$ cat config.mk
export PLATFORM = sky130hd
export DESIGN_NAME = regfile_decoded_flat
export DESIGN_NICKNAME = d
export VERILOG_FILES = /design/src/rtl/cpu_pkg.sv /design/src/rtl/regfile_decoded_if.sv /design/src/rtl/onehot_decoder.sv /design/src/rtl/regfile_decoded.sv /design/src/flat_wrapper.sv
export SDC_FILE = /design/constraint.sdc
export NUM_CORES = 2
export LEC_CHECK = 0
export ABC_AREA = 1
export CAP_MARGIN = 15
export CORE_AREA = 2 2 307 309
export DETAILED_ROUTE_END_ITERATION = 16
export DIE_AREA = 0 0 309 311
export PLACE_DENSITY_LB_ADDON = 0.12
export SLEW_MARGIN = 20
export SYNTH_ARGS = -nofsm -noshare
export SYNTH_HDL_FRONTEND = slang
export SYNTH_SLANG_ARGS = --single-unit
$ cat constraint.sdc
create_clock -name clk -period 32.2 [get_ports clk]
set_input_delay 6.44 -clock clk [delete_from_list [all_inputs] [get_ports clk]]
set_output_delay 6.44 -clock clk [all_outputs]
set_load 0.05 [all_outputs]
$ cat src/rtl/cpu_pkg.sv
// Shared CPU constants.
//   CPU_DATA_W : default register width
//   CPU_ADDR_W : default register address width
//   REG_ZERO   : index of the register that can be hardwired to zero
package cpu_pkg;

    localparam int CPU_DATA_W = 32;
    localparam int CPU_ADDR_W = 5;
    localparam int REG_ZERO   = 0;

endpackage

$ cat src/rtl/regfile_decoded_if.sv
// Register file access bundle between decode/write-back and the register file.
//   wen/waddr/wdata      : write-back port (driven by master)
//   raddr1/raddr2        : read addresses (driven by master)
//   rdata1/rdata2        : combinational read data (driven by slave)
//   wr_onehot/reg_valid  : write status (driven by slave)
interface regfile_decoded_if
    import cpu_pkg::*;
#(
    parameter int DATA_W   = CPU_DATA_W,
    parameter int ADDR_W   = CPU_ADDR_W,
    parameter int NUM_REGS = 32
) ();

    logic                wen;
    logic [ADDR_W-1:0]   waddr;
    logic [DATA_W-1:0]   wdata;
    logic [ADDR_W-1:0]   raddr1;
    logic [ADDR_W-1:0]   raddr2;
    logic [DATA_W-1:0]   rdata1;
    logic [DATA_W-1:0]   rdata2;
    logic [NUM_REGS-1:0] wr_onehot;
    logic [NUM_REGS-1:0] reg_valid;

    modport master (
        output wen, waddr, wdata, raddr1, raddr2,
        input  rdata1, rdata2, wr_onehot, reg_valid
    );

    modport slave (
        input  wen, waddr, wdata, raddr1, raddr2,
        output rdata1, rdata2, wr_onehot, reg_valid
    );

endinterface

$ cat src/rtl/onehot_decoder.sv
// Generic IN_W-to-OUT_N one-hot decoder, purely combinational.
//   in  : binary index
//   en  : enable; 0 forces an all-zero output
//   out : bit in set when en=1 and in < OUT_N, otherwise all zero
module onehot_decoder #(
    parameter int IN_W  = 5,
    parameter int OUT_N = 32
) (
    input  logic [IN_W-1:0]  in,
    input  logic             en,
    output logic [OUT_N-1:0] out
);

    // Indices >= OUT_N have no output bit, so they decode to all zero.
    generate
        for (genvar gi = 0; gi < OUT_N; gi++) begin : g_bit
            assign out[gi] = en && (in == IN_W'(gi));
        end
    endgenerate

endmodule

$ cat src/rtl/regfile_decoded.sv
// Parametrised register file with decoder-steered writes and two
// combinational read ports.
//   clk, rst : clock and asynchronous active-high reset
//   bus      : slave side of regfile_decoded_if (write port, two read
//              ports, last-write one-hot and written-since-reset bitmap)
module regfile_decoded
    import cpu_pkg::*;
#(
    parameter int DATA_W   = CPU_DATA_W,
    parameter int ADDR_W   = CPU_ADDR_W,
    parameter int NUM_REGS = 32,
    parameter int ZERO_REG = 1,
    parameter int BYPASS   = 1
) (
    input  logic         clk,
    input  logic         rst,
    regfile_decoded_if.slave bus
);

    localparam logic [ADDR_W:0] NUM_REGS_W = (ADDR_W + 1)'(NUM_REGS);

    logic [NUM_REGS-1:0] dec_out;
    logic [NUM_REGS-1:0] wr_sel;
    logic [NUM_REGS-1:0] valid_w;
    logic [NUM_REGS-1:0] wr_onehot_reg;
    logic [DATA_W-1:0]   reg_file [NUM_REGS];
    logic                wr_accept;
    logic [ADDR_W-1:0]   raddr_p [2];
    logic [DATA_W-1:0]   rdata_p [2];

    // Gating with rst keeps a write issued during reset from reaching the
    // bypass path, so reads return 0 for the whole reset interval.
    onehot_decoder #(
        .IN_W  (ADDR_W),
        .OUT_N (NUM_REGS)
    ) u_dec (
        .in  (bus.waddr),
        .en  (bus.wen & ~rst),
        .out (dec_out)
    );

    always_comb begin
        wr_sel = dec_out;
        if (ZERO_REG != 0) begin
            wr_sel[REG_ZERO] = 1'b0;
        end
    end

    assign wr_accept = |wr_sel;

    generate
        for (genvar gi = 0; gi < NUM_REGS; gi++) begin : g_reg
            logic [DATA_W-1:0] data_reg;
            logic              valid_reg;

            always_ff @(posedge clk or posedge rst) begin
                if (rst) begin
                    data_reg  <= '0;
                    valid_reg <= (ZERO_REG != 0) && (gi == REG_ZERO);
                end else if (wr_sel[gi]) begin
                    data_reg  <= bus.wdata;
                    valid_reg <= 1'b1;
                end
            end

            assign reg_file[gi] = data_reg;
            assign valid_w[gi]  = valid_reg;
        end
    endgenerate

    always_ff @(posedge clk or posedge rst) begin
        if (rst) begin
            wr_onehot_reg <= '0;
        end else begin
            wr_onehot_reg <= wr_sel;
        end
    end

    assign raddr_p[0] = bus.raddr1;
    assign raddr_p[1] = bus.raddr2;

    // Read mux priority: out of range, hardwired zero, bypass, stored value.
    generate
        for (genvar gi = 0; gi < 2; gi++) begin : g_rd
            logic [DATA_W-1:0] rd;

            always_comb begin
                rd = '0;
                if ({1'b0, raddr_p[gi]} >= NUM_REGS_W) begin
                    rd = '0;
                end else if ((ZERO_REG != 0) && (raddr_p[gi] == ADDR_W'(REG_ZERO))) begin
                    rd = '0;
                end else if ((BYPASS != 0) && wr_accept && (bus.waddr == raddr_p[gi])) begin
                    rd = bus.wdata;
                end else begin
                    rd = reg_file[raddr_p[gi]];
                end
            end

            assign rdata_p[gi] = rd;
        end
    endgenerate

    assign bus.rdata1    = rdata_p[0];
    assign bus.rdata2    = rdata_p[1];
    assign bus.wr_onehot = wr_onehot_reg;
    assign bus.reg_valid = valid_w;

endmodule
$ cat src/flat_wrapper.sv
// flat-port wrapper written by rule: the top's interface ports become plain ports
module regfile_decoded_flat import cpu_pkg::*;
#(
    parameter int DATA_W   = CPU_DATA_W,
    parameter int ADDR_W   = CPU_ADDR_W,
    parameter int NUM_REGS = 32,
    parameter int ZERO_REG = 1,
    parameter int BYPASS   = 1
)
  (clk, rst, bus_wen, bus_waddr, bus_wdata, bus_raddr1, bus_raddr2, bus_rdata1, bus_rdata2, bus_wr_onehot, bus_reg_valid);
  regfile_decoded_if #(.DATA_W(DATA_W), .ADDR_W(ADDR_W), .NUM_REGS(NUM_REGS)) bus_i ();
  input  logic clk;
  input  logic rst;
  input wire logic [$bits(bus_i.wen)-1:0] bus_wen;
  input wire logic [$bits(bus_i.waddr)-1:0] bus_waddr;
  input wire logic [$bits(bus_i.wdata)-1:0] bus_wdata;
  input wire logic [$bits(bus_i.raddr1)-1:0] bus_raddr1;
  input wire logic [$bits(bus_i.raddr2)-1:0] bus_raddr2;
  output wire logic [$bits(bus_i.rdata1)-1:0] bus_rdata1;
  output wire logic [$bits(bus_i.rdata2)-1:0] bus_rdata2;
  output wire logic [$bits(bus_i.wr_onehot)-1:0] bus_wr_onehot;
  output wire logic [$bits(bus_i.reg_valid)-1:0] bus_reg_valid;
  assign bus_i.wen = bus_wen;
  assign bus_i.waddr = bus_waddr;
  assign bus_i.wdata = bus_wdata;
  assign bus_i.raddr1 = bus_raddr1;
  assign bus_i.raddr2 = bus_raddr2;
  assign bus_rdata1 = bus_i.rdata1;
  assign bus_rdata2 = bus_i.rdata2;
  assign bus_wr_onehot = bus_i.wr_onehot;
  assign bus_reg_valid = bus_i.reg_valid;
  regfile_decoded #(.DATA_W(DATA_W), .ADDR_W(ADDR_W), .NUM_REGS(NUM_REGS), .ZERO_REG(ZERO_REG), .BYPASS(BYPASS)) u_core (.clk(clk), .rst(rst), .bus(bus_i));
endmodule
==> flow_summary.toml <==
[routing]
drt_iter0_drc = 10866
wirelength_um = 229000
wl_per_cell_um = 24.2
drc_errors = 0
viasPerCell = 6.48
vias = 61323
first_pass_iters = 8
drtAntennaViolNets = 0

[grt]
grt_pass1_wl_um = 346000
grt_max_degree = 184
grt_util_all_layers_pct = 47.2
grt_pass1_vias = 57020
antenna_found_initial = 21
grt_overflow_total = 0

[synthesis]
syn-num-nets = 8480
synth_edf_count = 0
synthArstFlopShare_pct = 100
synth_seq_cells = 1054
syn_inst = 8430
yosys_warnings = 0
syn_area_per_cell_um2 = 6.91
ys_seq_area_share_pct = 45.3
synth.distinct_cells = 25
synth_ff_type = "dfrtp_1"
synth_area_um2 = 58200

[sta]
finalHoldViolCount = 0
drv_slew = 0
skew_ps = 0
tns_ps = 0
setup_viol = 0
clock.fmax_mhz = 53.8
finalCriticalPeriod_ps = 18600
fin_crit_sh_pct = 57.8
max-slew-margin-rel_pct = 9.80
rsz0062_at_grt = "false"
hold_ws_ps = 464
worst_pin_slew_ps = 1350

[cells_and_area]
syn_to_final_growth_pct = 9.01
num-nets-final = 8147
largest_reg_flops = 992
stdcell_area_um2 = 63500
layout-drive-gt1-share_pct = 5.30
stdcell_count = 9464

[power_and_ir_drop]
p_per_area_nw_per_um2 = 59.2
p_total_mw = 3.76
ir_worst_vdd_v = 0.0000468
p_leak_nw = 29.6

[place]
place_congestion = 0.929
dpl_cell_area_um2 = 59500
dp_hpwl_um = 125000
dp_cells = 9234
io_buffers = 175

[worst_setup_path]
cp_max_fo = 86
crit_chain = "buf_8 > inv_8 > buf_4 > buf_4 > buf_4 > nor2_4 > buf_4 > nand2_1 > nand4_1 > nand3_1 > nand2_1 > nand2_1 > nand2_1 > nand2_1 > nand2_1 > inv_1 > clkdlybuf4s50_1"
slowest_stage = "buf_4"
crit_type = "in -> out"
required_ps = 25760
start_kind = "input pin"
crit_top_cell = "nand2_1"
crit_family = "buffers and inverters"
crit_buf_inv = 8
cp_slowest_stage_delay_ps = 870
arrival_ps = 12160
worst_setup_path_end_kind = "output pin"

[clock_network]
numClockSinks = 1054
clk_root_buffer_cell = "clkbuf_16"
clock_latency_ps = 710
htreeDepth = 3
cts_setup_buffers = 0
cts_buffers = 115
cts.path.max_buffers = 3
hold_buffers = 0
ctsResizeCount = 0
clk_pin_slew_worst_paths_ps = 60
cts_tree = "built"

[floorplan]
rows = 112
coreArea_um2 = 92800
start_util_pct = 62.8
die-height_um = 311
fp.dieW_um = 309
ioPinCount = 178
dieArea_um2 = 96100

[worst_hold_path]
hold_class = "reg -> reg"

[run]
cap_violations = 0

[outcome]
status = "completed"
[metrics by stage]
step	worst slack (ps)	utilization, %
after floorplan	3950	-
after global placement	14030	64.2
after detailed placement	13990	64.2
after CTS	13990	68.4
after global routing	13560	68.4
final	13600	68.4
[where the power goes]
part / switching, mW / leakage (nW) / internal (mW)
combinational: 0.508 / 14.0 / 0.233
sequential: 0.130 / 13.6 / 1.51
clock: 0.583 / 1.93 / 0.798
total: 1.22 / 29.6 / 2.54
[cell families (layout without fill, tap and decap cells)]
logic type	after synthesis	in the layout	share of synthesized area, %
AND/OR/NAND/NOR	4938	4938	35.5
AO/OA/AOI/OAI	1271	1271	11.0
buffers and inverters	1159	925	8.09
flip-flops	1054	1054	45.3
XOR/XNOR	6	6	0.0903
other	2	16	0.0129
[area by class of cell]
class                   count  area, µm²
fillers                  7984      29300
multi-input cells        6217      27200
flip-flops and latches   1054      26400
clock buffers             156       3260
repair buffers            301       2760
inverters                 408       1580
well taps                1254       1570
clock inverters            60        639
diodes                     14       35.0
[cell usage after synthesis, types with 2 or more instances]
cell         n  area (µm²)
inv_1      362        1360
nor2_2       9        56.3
dfrtp_1   1054       26400
clkinv_1    24        90.1
buf_4       40         300
nor2_1      39         146
buf_1       63         236
o21ai_1    117         586
o211ai_1    14         105
o21ai_0   1017        5090
nand2_1   3278       12300
nor4_2       2        25.0
nand2_2      4        25.0
nand3_1   1548        7750
a21oi_1    121         606
or2_2       31         194
xor2_1       6        52.6
inv_2       22        82.6
clkbuf_1   479        1800
buf_2      169         846
conb_1       2        7.51
nand4_1     26         163
[per-layer routing]
layer	track usage (%)	up-vias	routed length (µm)
met5	0.152	-	71
met4	35.3	12	19300
met3	14.3	1158	35700
met2	67.2	5111	94500
met1	60.4	28426	79100
li1	-	26616	-
[final timing paths]
kind	from	end	slack, ps	cells after the start
worst max register to register	u_core.g_reg[21].valid_reg	u_core.g_reg[21].valid_reg	31370	1
min in group asynchronous	rst	u_core.g_reg[18].valid_reg	6200	2
worst min register to register	u_core.g_reg[17].valid_reg	u_core.g_reg[17].valid_reg	460	1
max in group asynchronous	rst	u_core.g_reg[19].data_reg[12]	21900	6
worst min-delay path	u_core.g_reg[17].valid_reg	u_core.g_reg[17].valid_reg	460	1
worst max-delay path	bus_raddr1[0]	bus_rdata1[4]	13600	17
[cell usage in the layout, fill, tap and decap left out, types with 4 or more instances in the layout]
cell type / n
a21oi_1: 121
buf_12: 4
buf_4: 123
bufinv_16: 11
clkbuf_1: 20
clkbuf_16: 117
clkbuf_8: 20
clkdlybuf4s50_1: 165
clkinv_1: 20
clkinv_2: 38
clkinvlp_4: 8
dfrtp_1: 1054
diode_2: 14
inv_1: 354
inv_2: 23
inv_6: 4
inv_8: 6
nand2_1: 3266
nand2_2: 16
nand3_1: 1548
nand4_1: 26
nor2_1: 30
nor2_2: 10
nor2_4: 8
o211ai_1: 14
o21ai_0: 1017
o21ai_1: 117
or2_2: 31
xor2_1: 6
(Power assumes the default switching activity.)
